<file path="src/rtl/imu_sample_sequencer.sv">
// imu_sample_sequencer: DEPTH-entry sample FIFO in front of the madgwick filter core.
// Issues one IMU sample at a time and holds each quaternion result with a sequence tag.
module imu_sample_sequencer #(
    parameter int ACC_WIDTH  = 11,
    parameter int GYRO_WIDTH = 14,
    parameter int Q_WIDTH    = 16,
    parameter int DEPTH      = 8,
    parameter int CNT_WIDTH  = 16
) (
    input  logic                      clk,
    input  logic                      rst_n,
    input  logic                      mode_drop,
    input  logic                      in_valid,
    output logic                      in_ready,
    input  logic [ACC_WIDTH-1:0]      in_a_x,
    input  logic [ACC_WIDTH-1:0]      in_a_y,
    input  logic [ACC_WIDTH-1:0]      in_a_z,
    input  logic [GYRO_WIDTH-1:0]     in_w_x,
    input  logic [GYRO_WIDTH-1:0]     in_w_y,
    input  logic [GYRO_WIDTH-1:0]     in_w_z,
    output logic                      flt_valid_in,
    input  logic                      flt_ready_in,
    output logic [ACC_WIDTH-1:0]      flt_a_x,
    output logic [ACC_WIDTH-1:0]      flt_a_y,
    output logic [ACC_WIDTH-1:0]      flt_a_z,
    output logic [GYRO_WIDTH-1:0]     flt_w_x,
    output logic [GYRO_WIDTH-1:0]     flt_w_y,
    output logic [GYRO_WIDTH-1:0]     flt_w_z,
    input  logic                      flt_valid_out,
    output logic                      flt_ready_out,
    input  logic [Q_WIDTH-1:0]        flt_q_w,
    input  logic [Q_WIDTH-1:0]        flt_q_x,
    input  logic [Q_WIDTH-1:0]        flt_q_y,
    input  logic [Q_WIDTH-1:0]        flt_q_z,
    output logic                      out_valid,
    input  logic                      out_ready,
    output logic [Q_WIDTH-1:0]        out_q_w,
    output logic [Q_WIDTH-1:0]        out_q_x,
    output logic [Q_WIDTH-1:0]        out_q_y,
    output logic [Q_WIDTH-1:0]        out_q_z,
    output logic [CNT_WIDTH-1:0]      out_seq,
    output logic [$clog2(DEPTH):0]    level,
    output logic [CNT_WIDTH-1:0]      overflow_cnt
);
    localparam int PTR_W   = $clog2(DEPTH);
    localparam int LVL_W   = PTR_W + 1;
    localparam int ENTRY_W = 3 * ACC_WIDTH + 3 * GYRO_WIDTH;
    localparam logic [LVL_W-1:0] FULL_LVL = LVL_W'(DEPTH);

    typedef enum logic [1:0] {IDLE, ISSUE, WAIT, HOLD} state_t;

    state_t               state_q;
    logic [ENTRY_W-1:0]   mem_q [DEPTH];
    logic [PTR_W-1:0]     wr_ptr_q, rd_ptr_q;
    logic [LVL_W-1:0]     level_q, level_d;
    logic [CNT_WIDTH-1:0] ovf_q, seq_q;
    logic                 flt_valid_in_q, flt_ready_out_q, out_valid_q;
    logic [Q_WIDTH-1:0]   q_w_q, q_x_q, q_y_q, q_z_q;

    logic                 full, push, pop, drop;
    logic [ENTRY_W-1:0]   wr_entry, head;

    assign full     = (level_q == FULL_LVL);
    assign in_ready = mode_drop | ~full;
    assign pop      = flt_valid_in_q & flt_ready_in;
    // A full FIFO still accepts in drop mode when the head leaves in the same cycle.
    assign push     = in_valid & in_ready & (~full | pop);
    assign drop     = in_valid & mode_drop & full & ~pop;

    assign wr_entry = {in_a_x, in_a_y, in_a_z, in_w_x, in_w_y, in_w_z};
    assign head     = mem_q[rd_ptr_q];
    assign {flt_a_x, flt_a_y, flt_a_z, flt_w_x, flt_w_y, flt_w_z} = head;

    always_comb begin
        level_d = level_q;
        case ({push, pop})
            2'b10:   level_d = level_q + 1'b1;
            2'b01:   level_d = level_q - 1'b1;
            default: level_d = level_q;
        endcase
    end

    always_ff @(posedge clk) begin
        if (push) begin
            mem_q[wr_ptr_q] <= wr_entry;
        end
    end

    always_ff @(posedge clk or negedge rst_n) begin
        if (!rst_n) begin
            wr_ptr_q <= '0;
            rd_ptr_q <= '0;
            level_q  <= '0;
            ovf_q    <= '0;
        end else begin
            if (push) wr_ptr_q <= wr_ptr_q + 1'b1;
            if (pop)  rd_ptr_q <= rd_ptr_q + 1'b1;
            level_q <= level_d;
            if (drop && (ovf_q != '1)) ovf_q <= ovf_q + 1'b1;
        end
    end

    always_ff @(posedge clk or negedge rst_n) begin
        if (!rst_n) begin
            state_q         <= IDLE;
            flt_valid_in_q  <= 1'b0;
            flt_ready_out_q <= 1'b0;
            out_valid_q     <= 1'b0;
            q_w_q           <= '0;
            q_x_q           <= '0;
            q_y_q           <= '0;
            q_z_q           <= '0;
            seq_q           <= '0;
        end else begin
            case (state_q)
                IDLE: begin
                    if (level_q != '0) begin
                        state_q        <= ISSUE;
                        flt_valid_in_q <= 1'b1;
                    end
                end
                ISSUE: begin
                    if (flt_ready_in) begin
                        state_q         <= WAIT;
                        flt_valid_in_q  <= 1'b0;
                        flt_ready_out_q <= 1'b1;
                    end
                end
                WAIT: begin
                    if (flt_valid_out) begin
                        state_q         <= HOLD;
                        flt_ready_out_q <= 1'b0;
                        out_valid_q     <= 1'b1;
                        q_w_q           <= flt_q_w;
                        q_x_q           <= flt_q_x;
                        q_y_q           <= flt_q_y;
                        q_z_q           <= flt_q_z;
                    end
                end
                HOLD: begin
                    if (out_ready) begin
                        state_q     <= IDLE;
                        out_valid_q <= 1'b0;
                        seq_q       <= seq_q + 1'b1;
                    end
                end
                default: state_q <= IDLE;
            endcase
        end
    end

    assign flt_valid_in  = flt_valid_in_q;
    assign flt_ready_out = flt_ready_out_q;
    assign out_valid     = out_valid_q;
    assign out_q_w       = q_w_q;
    assign out_q_x       = q_x_q;
    assign out_q_y       = q_y_q;
    assign out_q_z       = q_z_q;
    assign out_seq       = seq_q;
    assign level         = level_q;
    assign overflow_cnt  = ovf_q;
endmodule
</file>
<file path="config.mk">
export PLATFORM = sky130hd
export DESIGN_NAME = imu_sample_sequencer
export DESIGN_NICKNAME = d
export VERILOG_FILES = /design/src/rtl/imu_sample_sequencer.sv
export SDC_FILE = /design/constraint.sdc
export NUM_CORES = 1
export LEC_CHECK = 0
export ABC_AREA = 1
export CAP_MARGIN = 20
export CORE_MARGIN = 2
export CORE_UTILIZATION = 51
export DETAILED_ROUTE_END_ITERATION = 8
export HOLD_SLACK_MARGIN = 0.03
export PLACE_DENSITY = 0.83
export SKIP_LAST_GASP = 1
export SYNTH_ARGS = -nofsm -noshare
export SYNTH_HDL_FRONTEND = slang
export SYNTH_SLANG_ARGS = --single-unit
</file>
<file path="constraint.sdc">
create_clock -name clk -period 6.9 [get_ports clk]
set_clock_uncertainty 0.15 [all_clocks]
set_input_delay 1.725 -clock clk [delete_from_list [all_inputs] [get_ports clk]]
set_output_delay 1.725 -clock clk [all_outputs]
set_load 0.02 [all_outputs]
</file>
# Word-level counts from Yosys, hierarchy flattened
# Memory sizes are Yosys's and may differ from the RTL's.
# Index checks and enable logic that the tools add are counted.
# classes
add_sub_neg,6
n_eq_ne,11
n_mux,17
bitwise,10
n_reduce_logical,13
# ops
cell,n
adder 16 x 1 -> 16 bit (second input constant),2
!= test 16 bit (second input constant),1
AND reduction 3 bit,3
2-to-1 mux 1 bit,8
2-to-1 mux 2 bit,4
!= test 2 bit (second input constant),4
one-hot mux 2 bit (4 select lines),1
one-hot mux 4 bit (2 select lines),1
nonzero test 2 bit,4
adder 3 x 1 -> 3 bit (second input constant),2
bitwise AND 1 bit,6
== test 2 bit (second input constant),3
one-hot mux 1 bit (2 select lines),3
adder 4 x 1 -> 4 bit (second input constant),1
== test 2 x 1 -> 1 bit (second input constant),2
== test 4 bit (second input constant),1
AND reduction 2 bit,2
AND reduction 4 bit,1
nonzero test 4 bit,1
subtractor 4 x 1 -> 4 bit (second input constant),1
zero test 2 bit,1
NOT 1 bit,2
bitwise OR 1 bit,2
logical AND 1 bit,1
# word_totals
reg_bits,111
ramBits,600
in_bits,146
out_inout_bits,179
elab_cells,71
n_memories,1
# mem_list
memory,words,word_bits,rd,rd_clocked_by_memory_dff,wr,line,text
mem_q,8,75,1,0,1,53,logic [ENTRY_W-1:0] mem_q [DEPTH];

# Longest topological paths before layout
# logic_depth
word_depth,7
depth_mapped,12
depth_no_buf,12

# Worst setup path before layout
# OpenSTA, ideal clock, no wires.
# synth_timing
path_type,input to register
from,input mode_drop
to,memory mem_q[5][0] (netlist bit) (enable)
setup_ns,0.601
t_arrival_ns,7.351
required_ns,6.149
setup_slack_ns,-1.202
path_stages,4
path_cell_list,inv_1 nand4_1 nand3_2 nor3_1
# synth_via
elab_chain_cells,5
# synth_lines
item,line,text
from (decl),12,"input logic mode_drop,"
bitwise OR 1 bit,64,assign in_ready = mode_drop | ~full;
named net in_ready,14,"output logic in_ready,"
bitwise AND 1 bit (2 in a row),67,assign push = in_valid & in_ready & (~full | pop);
2-to-1 mux 1 bit,84,if (push) begin
2-to-1 mux 1 bit (implied by the code),85,mem_q[wr_ptr_q] <= wr_entry;
to (decl),53,
# The timed path passes the listed nets, and every way through them passes these cells.

# Worst setup path after layout
# layout_timing
from,register rd_ptr_q[0]
to,output flt_w_x[1]
# layout_via
elab_chain_cells,1
# layout_lines
item,line,text
from (decl),54,"logic [PTR_W-1:0] wr_ptr_q, rd_ptr_q;"
from (signal assigned),97,if (pop) rd_ptr_q <= rd_ptr_q + 1'b1;
memory (8 x 75 bit),-,
to (decl),26,"output logic [GYRO_WIDTH-1:0] flt_w_x,"
# No other way between the ends.

==> reports/metrics.csv <==
metric,value,unit
FMAX,172,MHz
largest net degree at the start of global routing,194,
cell taking the most area after synthesis,edfxtp_1,
CP required,5.03,ns
# nets final,2932,
"delay-heaviest family, CP",buffers and inverters,
sequential power share,0.374,
first drt pass iteration count,6,
DR iter-0 viols,1831,
top post-synthesis cells by area,"edfxtp_1, dfrtp_1, nand2_1, nor2_1, o21ai_0",
static leakage,12.8,nW
post-synthesis area per instance,11.5,sq um
synthesis warning total,0,
Synth-to-Final Area Change,22.2,%
fin crit share,0.844,
WP buf/inv,3,
Final TNS setup,0,ns
hold crit path type,flip-flop to flip-flop,
core area,55100,sq um
Tmin final,5.82,ns
cell area after synthesis,28500,sq um
fraction of layout cells with a size suffix above 1,0.0523,
# clock sinks,711,
GR Overflow Total,0,
CP max stage delay,0.87,ns
drt drc,0,
placed instance area,32400,sq um
"Slowest-stage cell, CP",inv_8,
drt wl/cell,19.3,um
critical path type,flip-flop to output pin,
number of H-tree levels,3,
# fillers,3953,
count of final hold-check violations,0,
root buf cell,clkbuf_16,
Synth top area share,0.633,
"non-filler cells, final",3583,
Max-Cap Viols,0,
vias in the first global route,19200,
PostCTS Resize Cnt,0,
Comb power frac,0.382,
Power Density,454,nW/um^2
Mapped Cells,2480,
antenna-violating nets left,0,
initial antenna violation count,7,
CTS Buf Count,73,
Initial Utilization,0.516,
Die Area,57700,sq um
worst path arrival time,3.95,ns
width of the die,240,um
Most used DFF post-synth,edfxtp_1,
Final Util,0.631,
max_slew headroom,0.255,
gr usage total,0.238,
DP Wirelength,38.6,mm
outcome,completed,
#FFs+latches synth,711,
Critical Path End Type,output pin,
final setup fails,0,
cell with the most instances after synthesis,edfxtp_1,
"FFs w/ async S/R, synth",0.156,
CP Launch Type,flip-flop,
post-synth cell types,27,
first-pass GRT wire length,106,mm
Ports,325,
register area share after synthesis,0.731,
Sw Share,0.375,
Final Max Tran Viols,0,
Peak VDD IR,0.442,mV
port bufs,324,
Slew @ Worst Pin,1.12,ns
design internal power,0.00985,W
cell total after placement,3445,
RSZ-0062 raised after global routing,no,
Post-synth EDFFs,600,
total power,0.0158,W
CTS tree,built,
row count,86,
Final Cell Area,34800,sq um
Die H,240,um
Via Count,19700,
Worst-path clk slew,0.05,ns
clock latency on the worst-skew pair,0.61,ns
CTS Hold Bufs,0,
Post-Syn Nets,2638,
GP Congestion,0.878,
DR vias/cell,5.49,
CTS Buffer Depth,3,
post-CTS setup repair buffer count,0,
critical-path maximum fanout,193,
clock power share,0.244,
Commonest cells post-synth,"edfxtp_1, nand2_1, nor2_1, o21ai_0, o21ai_1",
cells along the critical path,inv_8 > buf_4 > o21ai_0 > o21ai_0 > nand2_1 > nand2_1 > clkdlybuf4s50_1,
WL final,69.3,mm
Switch Pwr,0.00592,W
## worst reg2reg max path: cells and delay by family, from the launching register on
family,cells,cell delay (ns)
flip-flops,1,0.44
buffers and inverters,2,0.56
AND/OR/NAND/NOR,3,1.66
## stage by stage
step           worst slack (ns)  hold slack [ns]
2_1_floorplan             -1.20            0.320
3_3_place_gp               1.82            0.312
3_5_place_dp               1.74            0.314
4_1_cts                    1.02            0.330
5_1_grt                   0.830            0.349
6_report                   1.08            0.329
## flip-flops by register name, indices dropped and copies added, names as in the netlist
name	count
out_seq	16
flt_ready_out	1
out_valid	1
out_q_y	16
overflow_cnt	16
level	4
out_q_w	16
state_q	2
mem_q	600
out_q_x	16
flt_valid_in	1
wr_ptr_q	3
rd_ptr_q	3
out_q_z	16
## logic make-up (layout without fill, tap and decap cells)
group	Yosys count	in the layout	synth area share
other	0	4	0
AOI/OAI and AO/OA	473	473	0.0835
buffers and inverters	183	534	0.0285
adders and majority gates	12	12	0.00528
and+or+nand+nor	1080	1080	0.145
xor gates and xnor gates	21	21	0.00646
DFF	711	711	0.731
## power by group through the flow
stage	registers (W)	clock network, W	logic [W]
after global placement	0.00593	0	0.00579
after global routing	0.00597	0.00408	0.00658
after CTS	0.00590	0.00390	0.00603
after floorplan	0.00610	0	0.00339
final	0.00590	0.00384	0.00603
after detailed placement	0.00597	0	0.00597
## layout make-up
| class | instances | area (sq um) | share of cell area |
|---|---|---|---|
| clock buffer | 91 | 1900 | 0.0548 |
| multi-input combinational | 1586 | 6900 | 0.198 |
| antenna | 4 | 10.0 | 0.000288 |
| tap | 748 | 936 | 0.0269 |
| sequential | 711 | 20800 | 0.598 |
| inverter | 52 | 204 | 0.00587 |
| timing repair buffer | 350 | 3570 | 0.103 |
| clock inverter | 41 | 438 | 0.0126 |
## final timing paths
path	start	cells after the start	to	slack [ns]
worst max-delay path	rd_ptr_q[0]$_DFFE_PN0P_	7	flt_w_x[1]	1.08
worst min-delay path	out_q_y[13]$_DFFE_PN0P_	2	out_q_y[13]$_DFFE_PN0P_	0.33
worst max register to register	level[2]$_DFFE_PN0P_	5	mem_q[6][7]$_DFFE_PP_	3.77
worst min register to register	out_q_y[13]$_DFFE_PN0P_	2	out_q_y[13]$_DFFE_PN0P_	0.33
max in group asynchronous	rst_n	2	rd_ptr_q[0]$_DFFE_PN0P_	4.42
min in group asynchronous	rst_n	1	out_q_w[4]$_DFFE_PN0P_	1.09
## layout by cell type, fill, tap and decap left out, types with 2 or more instances in the layout
cell type | synthesis | final
a21oi_1 | 4 | 4
buf_12 | 0 | 11
buf_4 | 2 | 16
bufinv_16 | 0 | 6
clkbuf_1 | 74 | 17
clkbuf_16 | 0 | 73
clkdlybuf4s50_1 | 0 | 323
clkinv_1 | 0 | 13
clkinv_2 | 0 | 14
clkinv_8 | 0 | 3
dfrtp_1 | 111 | 108
dfrtp_4 | 0 | 3
diode_2 | 0 | 4
edfxtp_1 | 600 | 600
ha_1 | 12 | 12
inv_1 | 51 | 49
inv_16 | 0 | 2
nand2_1 | 546 | 545
nand3_1 | 19 | 19
nand3b_1 | 3 | 3
nand4_1 | 11 | 11
nor2_1 | 489 | 485
nor2_4 | 0 | 4
nor3_1 | 9 | 5
nor3_2 | 0 | 4
o21ai_0 | 256 | 256
o21ai_1 | 209 | 209
o22ai_1 | 2 | 2
xnor2_1 | 6 | 6
xor2_1 | 15 | 15
## layer usage
| metal | up-vias | track usage | wire [um] |
|---|---|---|---|
| li1 | 9105 | - | - |
| met3 | 151 | 0.0595 | 6150 |
| met5 | - | 0 | 52 |
| met1 | 9525 | 0.310 | 27600 |
| met4 | 8 | 0.0838 | 1940 |
| met2 | 868 | 0.391 | 33600 |
Power figures use the tool's default switching activity.
